--- src/rtl/control_sequencer.sv ---
// Hardwired control sequencer for a bus-based CPU: a fetch of three steps
// (T0..T2), then opcode-dependent execute steps, with halt and async clear.
module control_sequencer (
  input  logic        clock_i,
  input  logic        clear_i,
  input  logic [31:0] ir_i,
  input  logic        stop_i,
  output logic        run_o,
  output logic        pc_out_o,
  output logic        pc_in_o,
  output logic        inc_pc_o,
  output logic        mar_in_o,
  output logic        read_o,
  output logic        write_o,
  output logic        mdr_in_o,
  output logic        mdr_out_o,
  output logic        ir_in_o,
  output logic        y_in_o,
  output logic        zlow_in_o,
  output logic        zlow_out_o,
  output logic        gra_o,
  output logic        grb_o,
  output logic        grc_o,
  output logic        rin_o,
  output logic        rout_o,
  output logic        ba_out_o,
  output logic        rc_out_o,
  output logic [3:0]  alu_op_o,
  output logic [3:0]  state_o
);

  typedef enum logic [3:0] {
    S_RESET = 4'd0,
    S_T0    = 4'd1,
    S_T1    = 4'd2,
    S_T2    = 4'd3,
    S_T3    = 4'd4,
    S_T4    = 4'd5,
    S_T5    = 4'd6,
    S_T6    = 4'd7,
    S_T7    = 4'd8,
    S_HALT  = 4'd9
  } state_t;

  localparam logic [4:0] OP_LD   = 5'b00000;
  localparam logic [4:0] OP_LDI  = 5'b00001;
  localparam logic [4:0] OP_ST   = 5'b00010;
  localparam logic [4:0] OP_ADD  = 5'b00011;
  localparam logic [4:0] OP_SUB  = 5'b00100;
  localparam logic [4:0] OP_AND  = 5'b00101;
  localparam logic [4:0] OP_OR   = 5'b00110;
  localparam logic [4:0] OP_ADDI = 5'b01100;
  localparam logic [4:0] OP_HALT = 5'b11011;

  state_t     state_q, state_d;
  logic       stop_pend_q, stop_pend_d;
  logic [4:0] opcode;
  logic       unused_ir;
  logic       running;
  logic       is_alu, is_imm, is_ld, is_st, is_mem, long_op;
  logic [3:0] alu_sel;
  logic       last_step;

  assign opcode    = ir_i[31:27];
  assign unused_ir = ^ir_i[26:0];

  always_comb begin
    is_alu  = (opcode == OP_ADD) || (opcode == OP_SUB) ||
              (opcode == OP_AND) || (opcode == OP_OR);
    is_imm  = (opcode == OP_ADDI) || (opcode == OP_LDI);
    is_ld   = (opcode == OP_LD);
    is_st   = (opcode == OP_ST);
    is_mem  = is_ld || is_st;
    long_op = is_alu || is_imm || is_mem;
  end

  always_comb begin
    alu_sel = 4'd0;
    case (opcode)
      OP_SUB:  alu_sel = 4'd1;
      OP_AND:  alu_sel = 4'd2;
      OP_OR:   alu_sel = 4'd3;
      default: alu_sel = 4'd0;
    endcase
  end

  always_comb begin
    running = (state_q == S_T0) || (state_q == S_T1) || (state_q == S_T2) ||
              (state_q == S_T3) || (state_q == S_T4) || (state_q == S_T5) ||
              (state_q == S_T6) || (state_q == S_T7);
  end

  // A stop request seen anywhere inside an instruction is held until the
  // boundary, so a short pulse still halts without truncating the instruction.
  always_comb begin
    state_d     = state_q;
    stop_pend_d = stop_pend_q | (stop_i & running);
    last_step   = 1'b0;
    case (state_q)
      S_RESET: state_d = S_T0;
      S_T0:    state_d = S_T1;
      S_T1:    state_d = S_T2;
      S_T2: begin
        if (opcode == OP_HALT) state_d = S_HALT;
        else if (long_op)      state_d = S_T3;
        else                   last_step = 1'b1;
      end
      S_T3:    state_d = S_T4;
      S_T4:    state_d = S_T5;
      S_T5: begin
        if (is_mem) state_d = S_T6;
        else        last_step = 1'b1;
      end
      S_T6:    state_d = S_T7;
      S_T7:    last_step = 1'b1;
      S_HALT:  state_d = S_HALT;
      default: state_d = S_RESET;
    endcase
    if (last_step) state_d = (stop_i || stop_pend_q) ? S_HALT : S_T0;
    if ((state_d == S_T0) || (state_d == S_HALT)) stop_pend_d = 1'b0;
  end

  always_ff @(posedge clock_i or posedge clear_i) begin
    if (clear_i) begin
      state_q     <= S_RESET;
      stop_pend_q <= 1'b0;
    end else begin
      state_q     <= state_d;
      stop_pend_q <= stop_pend_d;
    end
  end

  // Control word is a pure decode of the present state (and opcode from T3 on),
  // so clear drops every strobe in the same cycle it is raised.
  always_comb begin
    pc_out_o   = 1'b0;
    pc_in_o    = 1'b0;
    inc_pc_o   = 1'b0;
    mar_in_o   = 1'b0;
    read_o     = 1'b0;
    write_o    = 1'b0;
    mdr_in_o   = 1'b0;
    mdr_out_o  = 1'b0;
    ir_in_o    = 1'b0;
    y_in_o     = 1'b0;
    zlow_in_o  = 1'b0;
    zlow_out_o = 1'b0;
    gra_o      = 1'b0;
    grb_o      = 1'b0;
    grc_o      = 1'b0;
    rin_o      = 1'b0;
    rout_o     = 1'b0;
    ba_out_o   = 1'b0;
    rc_out_o   = 1'b0;
    alu_op_o   = 4'd0;
    case (state_q)
      S_T0: begin
        pc_out_o  = 1'b1;
        mar_in_o  = 1'b1;
        inc_pc_o  = 1'b1;
        zlow_in_o = 1'b1;
      end
      S_T1: begin
        zlow_out_o = 1'b1;
        pc_in_o    = 1'b1;
        read_o     = 1'b1;
        mdr_in_o   = 1'b1;
      end
      S_T2: begin
        mdr_out_o = 1'b1;
        ir_in_o   = 1'b1;
      end
      S_T3: begin
        if (is_alu || (opcode == OP_ADDI)) begin
          grb_o  = 1'b1;
          rout_o = 1'b1;
          y_in_o = 1'b1;
        end else if ((opcode == OP_LDI) || is_mem) begin
          grb_o    = 1'b1;
          ba_out_o = 1'b1;
          y_in_o   = 1'b1;
        end
      end
      S_T4: begin
        if (is_alu) begin
          grc_o     = 1'b1;
          rout_o    = 1'b1;
          zlow_in_o = 1'b1;
          alu_op_o  = alu_sel;
        end else if (is_imm || is_mem) begin
          rc_out_o  = 1'b1;
          zlow_in_o = 1'b1;
        end
      end
      S_T5: begin
        if (is_alu || is_imm) begin
          zlow_out_o = 1'b1;
          gra_o      = 1'b1;
          rin_o      = 1'b1;
        end else if (is_mem) begin
          zlow_out_o = 1'b1;
          mar_in_o   = 1'b1;
        end
      end
      S_T6: begin
        if (is_ld) begin
          read_o   = 1'b1;
          mdr_in_o = 1'b1;
        end else if (is_st) begin
          gra_o    = 1'b1;
          rout_o   = 1'b1;
          mdr_in_o = 1'b1;
        end
      end
      S_T7: begin
        if (is_ld) begin
          mdr_out_o = 1'b1;
          gra_o     = 1'b1;
          rin_o     = 1'b1;
        end else if (is_st) begin
          write_o = 1'b1;
        end
      end
      default: ;
    endcase
  end

  assign run_o   = running;
  assign state_o = state_q;

endmodule

--- config.mk ---
export PLATFORM = sky130hd
export DESIGN_NAME = control_sequencer
export DESIGN_NICKNAME = d
export VERILOG_FILES = /design/src/rtl/control_sequencer.sv
export SDC_FILE = /design/constraint.sdc
export NUM_CORES = 1
export LEC_CHECK = 0
export ABC_AREA = 1
export BUFFER_PORTS_ARGS = -buffer_cell sky130_fd_sc_hd__buf_4
export CORE_AREA = 10 10 54 56
export DETAILED_ROUTE_END_ITERATION = 10
export DIE_AREA = 0 0 64 66
export HOLD_SLACK_MARGIN = 0.12
export PLACE_DENSITY = 0.82
export SLEW_MARGIN = 10
export SYNTH_ARGS = -nofsm -noshare
export SYNTH_HDL_FRONTEND = slang
export SYNTH_SLANG_ARGS = --single-unit
--- constraint.sdc ---
create_clock -name clock_i -period 2.9 [get_ports clock_i]
set_input_delay 0.435 -clock clock_i [delete_from_list [all_inputs] [get_ports clock_i]]
set_output_delay 0.435 -clock clock_i [all_outputs]
set_load 0.1 [all_outputs]
==> reports/results.ini, run 1 <==
[outcome]
outcome = finished clean

[power]
ir_drop_mv = 0.9478
p_per_area_nw_per_um2 = 1441
p_leak_nw = 0.5613

[placement]
place_area_um2 = 1067
io_buffer_count = 33
place_congestion = 0.9299
post-dp-hpwl_um = 2057

[worst_hold_path]
hold_depth = 3
min_to = state_o[3]$_DFF_PP0_
holdCritStartpoint = stop_i
hold_class = input port to flip-flop

[cts]
htree_levels = 1
clkLatencyLatePin_ns = 0.24
cts_resized = 0
root_buffer = clkbuf_4
cts.clk_slew.worst_paths_ns = 0.04
cts_tree = done
clockBufferDepth = 2
cts_buffers = 3
clkSinkCount = 5

[floorplan]
core_um2 = 1902
die_area_um2 = 4224
start_util_pct = 39.47
io_pins = 63
rows = 16
die_y_um = 66
die_x_um = 64

[logic_synthesis]
yosysWarnings = 0
synth.distinct_cells = 27
syn_inst = 122
avgSynthCellArea_um2 = 6.153
synth_top_area_share_pct = 16.67
synth_seq_area_share_pct = 16.67
synth_area_leader_cell = dfrtp_1
ys_ff_latch = 5
synthTopCellsByArea = dfrtp_1 17%, nand2_1 9.5%, inv_1 9.0%
netlist_area_um2 = 750.7

[timing]
period_needed_ns = 2.518
final-hold-violation-count = 0
finalSetupViolCount = 0
clock_skew_ns = 0.001337
fin_crit_sh_pct = 86.83
fmax_ghz = 0.3971
drv_slew = 0
rsz0062_at_grt = no

[worst_setup_path]
r2r_start = state_o[3]$_DFF_PP0_
r2r_cells = 8
cp_top_family = buffers and inverters
end_kind = output pin
r2r-end = stop_pend_q$_DFF_PP0_
arrival_ns = 2.08
slowest_stage = dfrtp_4
critPathMaxStageDelay_ns = 0.50
critical_path_buf_inv_count = 4
worstSetupStartpointType = flip-flop
cp_max_fo = 5
path_cells = inv_1 > nor2_1 > inv_1 > nor2_1 > inv_1 > nor2_4 > or3b_2 > buf_4
cp.required_ns = 2.47
rrSetupSlack_ns = 1.30
cp_common_cell = inv_1
criticalPathCategory = flip-flop to output pin

[detailed_routing]
dr.pass1.iters = 4
ant_nets = 0
wl_um = 2281
drc = 0
vias = 888
drt_iter0_drc = 22
viasPerCell = 4.826
wl_per_cell_um = 12.40

[finish]
diodes = 0
area_growth_pct = 47.00
drive_gt1_share_pct = 51.59
final_nets = 193
final_area_um2 = 1104
fin_util_pct = 58.03

[grt]
grt_pass1_wl_um = 3939
grt_antenna_before_repair = 0
grt.total_usage_pct = 10.90
grt_max_degree = 8
grt_pass1_vias = 889
grt_remaining_overflow = 0

[job]
drv_cap = 0

sequential cells by signal, summed over array words and instances (netlist names):
name         flops
state_o          4
stop_pend_q      1
per-stage QoR:
step | setup slack [ns] | power (W) | setup TNS [ns] | hold WS [ns] | std cells
2_1_floorplan | -0.03022 | 0.001277 | -0.03022 | 0.2134 | 123
3_3_place_gp | 0.6618 | 0.001503 | 0 | 0.3401 | 179
3_5_place_dp | 0.6333 | 0.001520 | 0 | 0.3477 | 179
4_1_cts | 0.3687 | 0.001606 | 0 | 0.4589 | 184
5_1_grt | 0.2646 | 0.001678 | 0 | 0.4860 | 184
6_report | 0.3819 | 0.001590 | 0 | 0.4639 | 184
cells in the mapped netlist, drive strengths merged:
| cell type | number |
|---|---|
| inv | 26 |
| nand2 | 26 |
| nor2 | 21 |
| nand3 | 10 |
| o21ai | 8 |
| a21oi | 6 |
| nor3 | 6 |
| dfrtp | 5 |
| buf | 4 |
| o31ai | 2 |
| clkinv | 1 |
| conb | 1 |
| nand4 | 1 |
| nor3b | 1 |
| o211ai | 1 |
| o21bai | 1 |
| o41ai | 1 |
| or3b | 1 |
layer usage:
layer  GRT usage, %  vias to the layer above  wire length (µm)
li1               -                      455                 -
met1          10.94                      404               868
met2          20.15                       27              1185
met3          3.559                        2               211
met4          4.645                        0                16
met5              0                        -                 0
report_power, final:
group,switching (W),internal [W]
logic,0.00109,0.000278
clock network,0.0000263,0.0000519
registers,0.0000331,0.000112
worst max-delay path by stage:
stage                                     from  cells past startpoint  slack [ns]       end
after floorplan           state_o[3]$_DFF_PP0_                      5       -0.03  rc_out_o
after global placement    state_o[0]$_DFF_PP0_                      8        0.66    rout_o
after detailed placement  state_o[0]$_DFF_PP0_                      8        0.63    rout_o
after CTS                 state_o[0]$_DFF_PP0_                      8        0.37    rout_o
after global routing      state_o[0]$_DFF_PP0_                      8        0.26    rout_o
final                     state_o[0]$_DFF_PP0_                      8        0.38    rout_o
cell usage in the layout (no fill, tap or decap):
| cell | synthesis | final |
|---|---|---|
| dfrtp_4 | 0 | 2 |
| o21ai_0 | 7 | 4 |
| a21oi_1 | 4 | 4 |
| nor2_1 | 17 | 12 |
| nor2_2 | 1 | 4 |
| o21ai_2 | 1 | 3 |
| clkbuf_4 | 0 | 3 |
| nand2_4 | 2 | 2 |
| buf_4 | 4 | 33 |
| dfrtp_1 | 5 | 1 |
| o41ai_1 | 1 | 1 |
| o21bai_2 | 1 | 1 |
| nand3_2 | 5 | 5 |
| o31ai_2 | 0 | 1 |
| conb_1 | 1 | 2 |
| o21ai_4 | 0 | 1 |
| dfrtp_2 | 0 | 2 |
| o211ai_1 | 1 | 1 |
| nor3_2 | 2 | 2 |
| nor3b_2 | 0 | 1 |
| clkinv_1 | 1 | 1 |
| or3b_2 | 0 | 1 |
| inv_1 | 18 | 18 |
| a21oi_2 | 2 | 2 |
| clkbuf_1 | 0 | 1 |
| o31ai_1 | 2 | 1 |
| nor2_4 | 3 | 5 |
| nor3_1 | 4 | 4 |
| nand2_1 | 19 | 19 |
| nand4_1 | 1 | 1 |
| nand2_2 | 5 | 5 |
| inv_2 | 8 | 8 |
| dlygate4sd3_1 | 0 | 1 |
| nand3_1 | 5 | 5 |
tightest hold or removal path: stages:
cell	delay, ns
buf_4	0.08
o21ai_0	0.07
o31ai_1	0.08
final cells by class:
class                      instances  area [µm²]
clock buffer                       4       26.28
fill                             188       798.3
inverter                          27       101.3
multi-input combinational         87       549.3
sequential                         5       135.1
tap                               27       33.78
timing repair buffer              34       257.7
timing repair:
item,4_1_cts,5_1_grt
hold buffers,1,0
setup buffers,0,0
hold endpoints to repair,5,0
kinds of logic (layout without fill, tap and decap cells):
group	Yosys count	after routing	share of synthesized area [%]
AOI/OAI and AO/OA	19	19	16.50
other	1	2	0.4995
and+or+nand+nor	66	66	48.83
DFF	5	5	16.67
buffers and inverters	31	65	17.50
No activity file was read; power rests on OpenSTA's default activity.
==> run 2: changes to the inputs <==
--- a/config.mk
+++ b/config.mk
@@ -11,6 +11,7 @@
 export DETAILED_ROUTE_END_ITERATION = 10
 export DIE_AREA = 0 0 64 66
 export HOLD_SLACK_MARGIN = 0.12
+export MAX_ROUTING_LAYER = met4
 export PLACE_DENSITY = 0.82
 export SLEW_MARGIN = 10
 export SYNTH_ARGS = -nofsm -noshare
==> run 2 against run 1 <==
  * Worst setup slack about the same
  * Clock power about the same
  * Register-to-register slack about the same
  * Clock skew about the same
  * Combinational power about the same
  * Count of clock-buffer cells in the layout unchanged
  * Largest cell class unchanged
==> reports/results.ini, run 2 (same netlist as run 1, synthesis figures left out) <==
[cts]
cts_hold_buf = 1  ; unchanged
root_buffer = clkbuf_4
clockBufferDepth = 2  ; unchanged
cts_buffers = 3  ; unchanged
htree_levels = 1  ; unchanged
cts_resized = 0  ; unchanged
clkLatencyLatePin_ns = 0.24  ; about the same
clkSinkCount = 5  ; unchanged
cts_setup_buffers = 0  ; unchanged
cts_tree = done
cts.clk_slew.worst_paths_ns = 0.04  ; about the same

[grt]
grt_pass1_vias = 889  ; unchanged
grt_max_degree = 8  ; unchanged
grt_pass1_wl_um = 3939  ; unchanged
grt.total_usage_pct = 11.21  ; +0.31 points
grt_antenna_before_repair = 0  ; unchanged
grt_remaining_overflow = 0  ; unchanged

[floorplan]
core_um2 = 1902  ; unchanged
rows = 16  ; unchanged
die_x_um = 64  ; unchanged
start_util_pct = 39.47  ; unchanged
io_pins = 63  ; unchanged
die_y_um = 66  ; unchanged
die_area_um2 = 4224  ; unchanged

[timing]
drv_slew = 0  ; unchanged
setup_ws_ns = 0.3819  ; +0.00002200 ns
fmax_ghz = 0.3971  ; about the same
rsz0062_at_grt = no
clock_skew_ns = 0.001337  ; +0.0000001400 ns
period_needed_ns = 2.518  ; -0.00002200 ns
fin_crit_sh_pct = 86.83  ; about the same
finalSetupViolCount = 0  ; unchanged
final-hold-violation-count = 0  ; unchanged
finalSetupTns_ns = 0  ; unchanged

[worst_setup_path]
end_kind = output pin
criticalPathCategory = flip-flop to output pin
arrival_ns = 2.08  ; about the same
critPathMaxStageDelay_ns = 0.50  ; about the same
path_cells = inv_1 > nor2_1 > inv_1 > nor2_1 > inv_1 > nor2_4 > or3b_2 > buf_4
cp.required_ns = 2.47  ; about the same
cp_common_cell = inv_1
cp_max_fo = 5  ; unchanged
slowest_stage = dfrtp_4
worstSetupStartpointType = flip-flop

[detailed_routing]
vias = 888  ; unchanged
viasPerCell = 4.826  ; unchanged
wl_um = 2281  ; unchanged
dr.pass1.iters = 4  ; unchanged
ant_nets = 0  ; unchanged
drc = 0  ; unchanged
drt_iter0_drc = 21  ; -4.5%
wl_per_cell_um = 12.40  ; unchanged

[finish]
area_growth_pct = 47.00  ; unchanged
layout_commonest_cell = buf_4
nFillCells = 188  ; unchanged
drive_gt1_share_pct = 51.59  ; unchanged
final_cell_mix = 33 x buf_4, 19 x nand2_1, 18 x inv_1
diodes = 0  ; unchanged
largest_register_ffs = 4  ; unchanged
final_nets = 193  ; unchanged

[placement]
post-dp-hpwl_um = 2057  ; unchanged
io_buffer_count = 33  ; unchanged
dpl_worst_slack_ns = 0.6333  ; unchanged
place_congestion = 0.9464  ; +1.8%

[power]
p_per_area_nw_per_um2 = 1441  ; about the same
seqPwrFrac_pct = 9.1  ; about the same
ir_drop_mv = 0.9475  ; about the same
switchingPower_w = 0.001147  ; about the same
p_int_w = 0.0004426  ; unchanged
p_leak_nw = 0.5613  ; unchanged
power.total_w = 0.001590  ; about the same
clock_power_share_pct = 4.9  ; about the same
share_comb_of_total_power_pct = 85.9  ; about the same
p_sw_share_pct = 72.16  ; about the same

[job]
drv_cap = 0  ; unchanged

[worst_hold_path]
hold_class = input port to flip-flop

[outcome]
outcome = finished clean

==> run 2: cell counts in the layout (fill, tap and decap cells not counted) <==
No cell type changed its count.
==> run 2: cell type report <==
type / instances / area (µm²) / area share (%)
clock buffer: 4 / 26.28 / 2.381
inverter: 27 / 101.3 / 9.184
multi-input combinational: 87 / 549.3 / 49.77
sequential: 5 / 135.1 / 12.24
tap: 27 / 33.78 / 3.061
timing repair buffer: 34 / 257.7 / 23.36
==> run 2: path summary, 6_finish.rpt <==
path                       depth (start not counted)  slack, ns                  start               endpoint
hold reg to reg                                    2       0.50  stop_pend_q$_DFF_PP0_  stop_pend_q$_DFF_PP0_
min in group asynchronous                          3       0.64                clear_i  stop_pend_q$_DFF_PP0_
setup / recovery                                   8       0.38   state_o[0]$_DFF_PP0_                 rout_o
hold / removal                                     3       0.46                 stop_i   state_o[3]$_DFF_PP0_
setup reg to reg                                   8       1.30   state_o[3]$_DFF_PP0_  stop_pend_q$_DFF_PP0_
max in group asynchronous                          3       2.07                clear_i   state_o[1]$_DFF_PP0_
==> run 2: through the flow <==
stage                     std cells  hold WS [ns]  area [µm²]  util [%]
after floorplan                 123        0.2134       815.8         -
after global placement          179        0.3401        1067     56.12
after detailed placement        179        0.3477        1067     56.12
after CTS                       184        0.4589        1104     58.03
after global routing            184        0.4860        1104     58.03
final                           184        0.4639        1104     58.03
==> run 2: power by group through the flow <==
| stage | combinational [W] | sequential, W | clock (W) |
|---|---|---|---|
| finish | 0.00137 | 0.000145 | 0.0000782 |
| CTS | 0.00138 | 0.000145 | 0.0000828 |
| global route | 0.00144 | 0.000149 | 0.0000876 |
| detailed placement | 0.00138 | 0.000145 | 0 |
| floorplan | 0.000985 | 0.000292 | 0 |
| global placement | 0.00136 | 0.000144 | 0 |
==> run 2: per-layer routing <==
| layer | routed length, µm | part of all wire [%] | global-route usage (%) | vias to the layer above |
|---|---|---|---|---|
| met5 | 0 | 0 | - | - |
| met3 | 202 | 8.9 | 3.390 | 2 |
| met2 | 1185 | 52 | 20.15 | 27 |
| met1 | 877 | 38 | 11.04 | 404 |
| met4 | 16 | 0.70 | 4.645 | 0 |
| li1 | - | - | - | 455 |
==> run 2: critical path, delay by kind of cell, from the launching register on <==
family	cells	cell delay, ns
buffers and inverters	4	0.71
AND/OR/NAND/NOR	4	0.63
flip-flops	1	0.50
==> run 3: changes to the inputs <==
--- a/config.mk
+++ b/config.mk
@@ -7,9 +7,9 @@
 export LEC_CHECK = 0
 export ABC_AREA = 1
 export BUFFER_PORTS_ARGS = -buffer_cell sky130_fd_sc_hd__buf_4
-export CORE_AREA = 10 10 54 56
+export CORE_AREA = 3 3 47 49
 export DETAILED_ROUTE_END_ITERATION = 10
-export DIE_AREA = 0 0 64 66
+export DIE_AREA = 0 0 50 52
 export HOLD_SLACK_MARGIN = 0.12
 export MAX_ROUTING_LAYER = met4
 export PLACE_DENSITY = 0.82
==> run 3 against run 2 <==
  * Critical path type unchanged
  * Largest cell class unchanged
  * Maximum frequency increased by 1.4%
  * Hold slack got worse by 0.017 ns
  * Clock skew decreased by 0.00088 ns
  * Register-to-register slack about the same
  * Highest routed layer unchanged
==> reports/results.ini, run 3 (same netlist as run 1, synthesis figures left out) <==
[outcome]
outcome = finished clean

[worst_hold_path]
hold_class = input port to flip-flop

[finish]
nFillCells = 188  ; unchanged
final_cell_mix = 33 x buf_4, 19 x nand2_1, 18 x inv_1
drive_gt1_share_pct = 51.59  ; unchanged
diodes = 0  ; unchanged
area_growth_pct = 47.00  ; unchanged
final_nets = 193  ; unchanged
largest_register_ffs = 4  ; unchanged
final_cells = 184  ; unchanged
layout_commonest_cell = buf_4

[detailed_routing]
ant_nets = 0  ; unchanged
drt_iter0_drc = 8  ; -62%
vias = 875  ; -1.5%
wl_per_cell_um = 11.35  ; -8.4%
wl_um = 2089  ; -8.4%
dr.pass1.iters = 4  ; unchanged
drc = 0  ; unchanged
viasPerCell = 4.755  ; -1.5%

[worst_setup_path]
arrival_ns = 2.05  ; -0.03 ns
path_cells = inv_1 > nor2_1 > inv_1 > nor2_1 > inv_1 > nor2_4 > or3b_2 > buf_4
cp.required_ns = 2.47  ; about the same
cp_max_fo = 5  ; unchanged
criticalPathCategory = flip-flop to output pin
worstSetupStartpointType = flip-flop
critical_path_buf_inv_count = 4  ; unchanged
cp_top_family = buffers and inverters
slowest_stage = dfrtp_4
end_kind = output pin
cp_common_cell = inv_1
critPathMaxStageDelay_ns = 0.50  ; about the same

[placement]
place_congestion = 0.8830  ; -6.7%
dpl_worst_slack_ns = 0.6602  ; +0.02690 ns
post-place-cells = 179  ; unchanged
post-dp-hpwl_um = 1827  ; -11%
io_buffer_count = 33  ; unchanged

[cts]
clkLatencyLatePin_ns = 0.24  ; about the same
cts_tree = done
cts_setup_buffers = 0  ; unchanged
cts_buffers = 3  ; unchanged
root_buffer = clkbuf_4
htree_levels = 1  ; unchanged
cts.clk_slew.worst_paths_ns = 0.04  ; about the same
clockBufferDepth = 2  ; unchanged
clkSinkCount = 5  ; unchanged

[grt]
grt_remaining_overflow = 0  ; unchanged
grt_pass1_wl_um = 3387  ; -14%
use_met2_pct = 33.04  ; +13 points
grt_max_degree = 8  ; unchanged
top_usage_layer = met2
grtUsageMet3_pct = 1.719  ; -1.7 points
grt_use_met1_pct = 16.81  ; +5.8 points
grt_pass1_vias = 839  ; -5.6%
grt.total_usage_pct = 17.59  ; +6.4 points
grt_antenna_before_repair = 0  ; unchanged

[job]
drv_cap = 0  ; unchanged

[timing]
setup_ws_ns = 0.4166  ; +0.03468 ns
clock_skew_ns = 0.0004549  ; -0.0008820 ns
finalSetupViolCount = 0  ; unchanged
rsz0062_at_grt = no
drv_slew = 0  ; unchanged
fin_crit_sh_pct = 85.64  ; -1.2 points
period_needed_ns = 2.483  ; -0.03468 ns
fmax_ghz = 0.4027  ; +1.4%
final-hold-violation-count = 0  ; unchanged

[floorplan]
start_util_pct = 39.47  ; unchanged
core_um2 = 1902  ; unchanged
io_pins = 63  ; unchanged
die_y_um = 52  ; -21%
die_area_um2 = 2600  ; -38%
die_x_um = 50  ; -22%
rows = 16  ; unchanged

## run 3: per-stage QoR
| step | util [%] | hold WS (ns) | TNS [ns] | instance area [µm²] |
|---|---|---|---|---|
| finish | 58.03 | 0.4470 | 0 | 1104 |
| detailed placement | 56.12 | 0.3509 | 0 | 1067 |
| floorplan | - | 0.2134 | -0.03022 | 815.8 |
| CTS | 58.03 | 0.4439 | 0 | 1104 |
| global route | 58.03 | 0.4491 | 0 | 1104 |
| global placement | 56.12 | 0.3413 | 0 | 1067 |
## run 3: path summary, 6_finish.rpt
kind | start | end | slack (ns) | cells after the start
worst min-delay path | stop_i | state_o[3]$_DFF_PP0_ | 0.45 | 3
worst max-delay path | state_o[0]$_DFF_PP0_ | rout_o | 0.42 | 8
min in group asynchronous | clear_i | state_o[1]$_DFF_PP0_ | 0.65 | 3
max in group asynchronous | clear_i | state_o[0]$_DFF_PP0_ | 2.07 | 3
worst max register to register | state_o[3]$_DFF_PP0_ | stop_pend_q$_DFF_PP0_ | 1.30 | 8
worst min register to register | stop_pend_q$_DFF_PP0_ | state_o[3]$_DFF_PP0_ | 0.53 | 2
## run 3: timing repair
| action | CTS | global route |
|---|---|---|
| hold endpoints to repair | 5 | 0 |
| hold buffers | 1 | 0 |
| resized for setup | 0 | 0 |
## run 3: layout make-up
| class | count | area [µm²] | area share, % |
|---|---|---|---|
| sequential | 5 | 135.1 | 12.24 |
| tap | 27 | 33.78 | 3.061 |
| inverter | 27 | 101.3 | 9.184 |
| clock buffer | 4 | 26.28 | 2.381 |
| multi-input combinational | 87 | 549.3 | 49.77 |
| timing repair buffer | 34 | 257.7 | 23.36 |
## run 3: tightest hold or removal path: stages
cell and delay (ns):
buf_4 0.08, o21ai_0 0.06, o31ai_1 0.07
## run 3: per-layer routing
layer	wire, µm	vias to the layer above
met5	0	-
met4	53	0
met3	104	6
li1	-	454
met1	816	387
met2	1115	28
Power of run 3 is not shown: default switching activity piles up to over one toggle a cycle in this logic, so the estimate is an artifact.
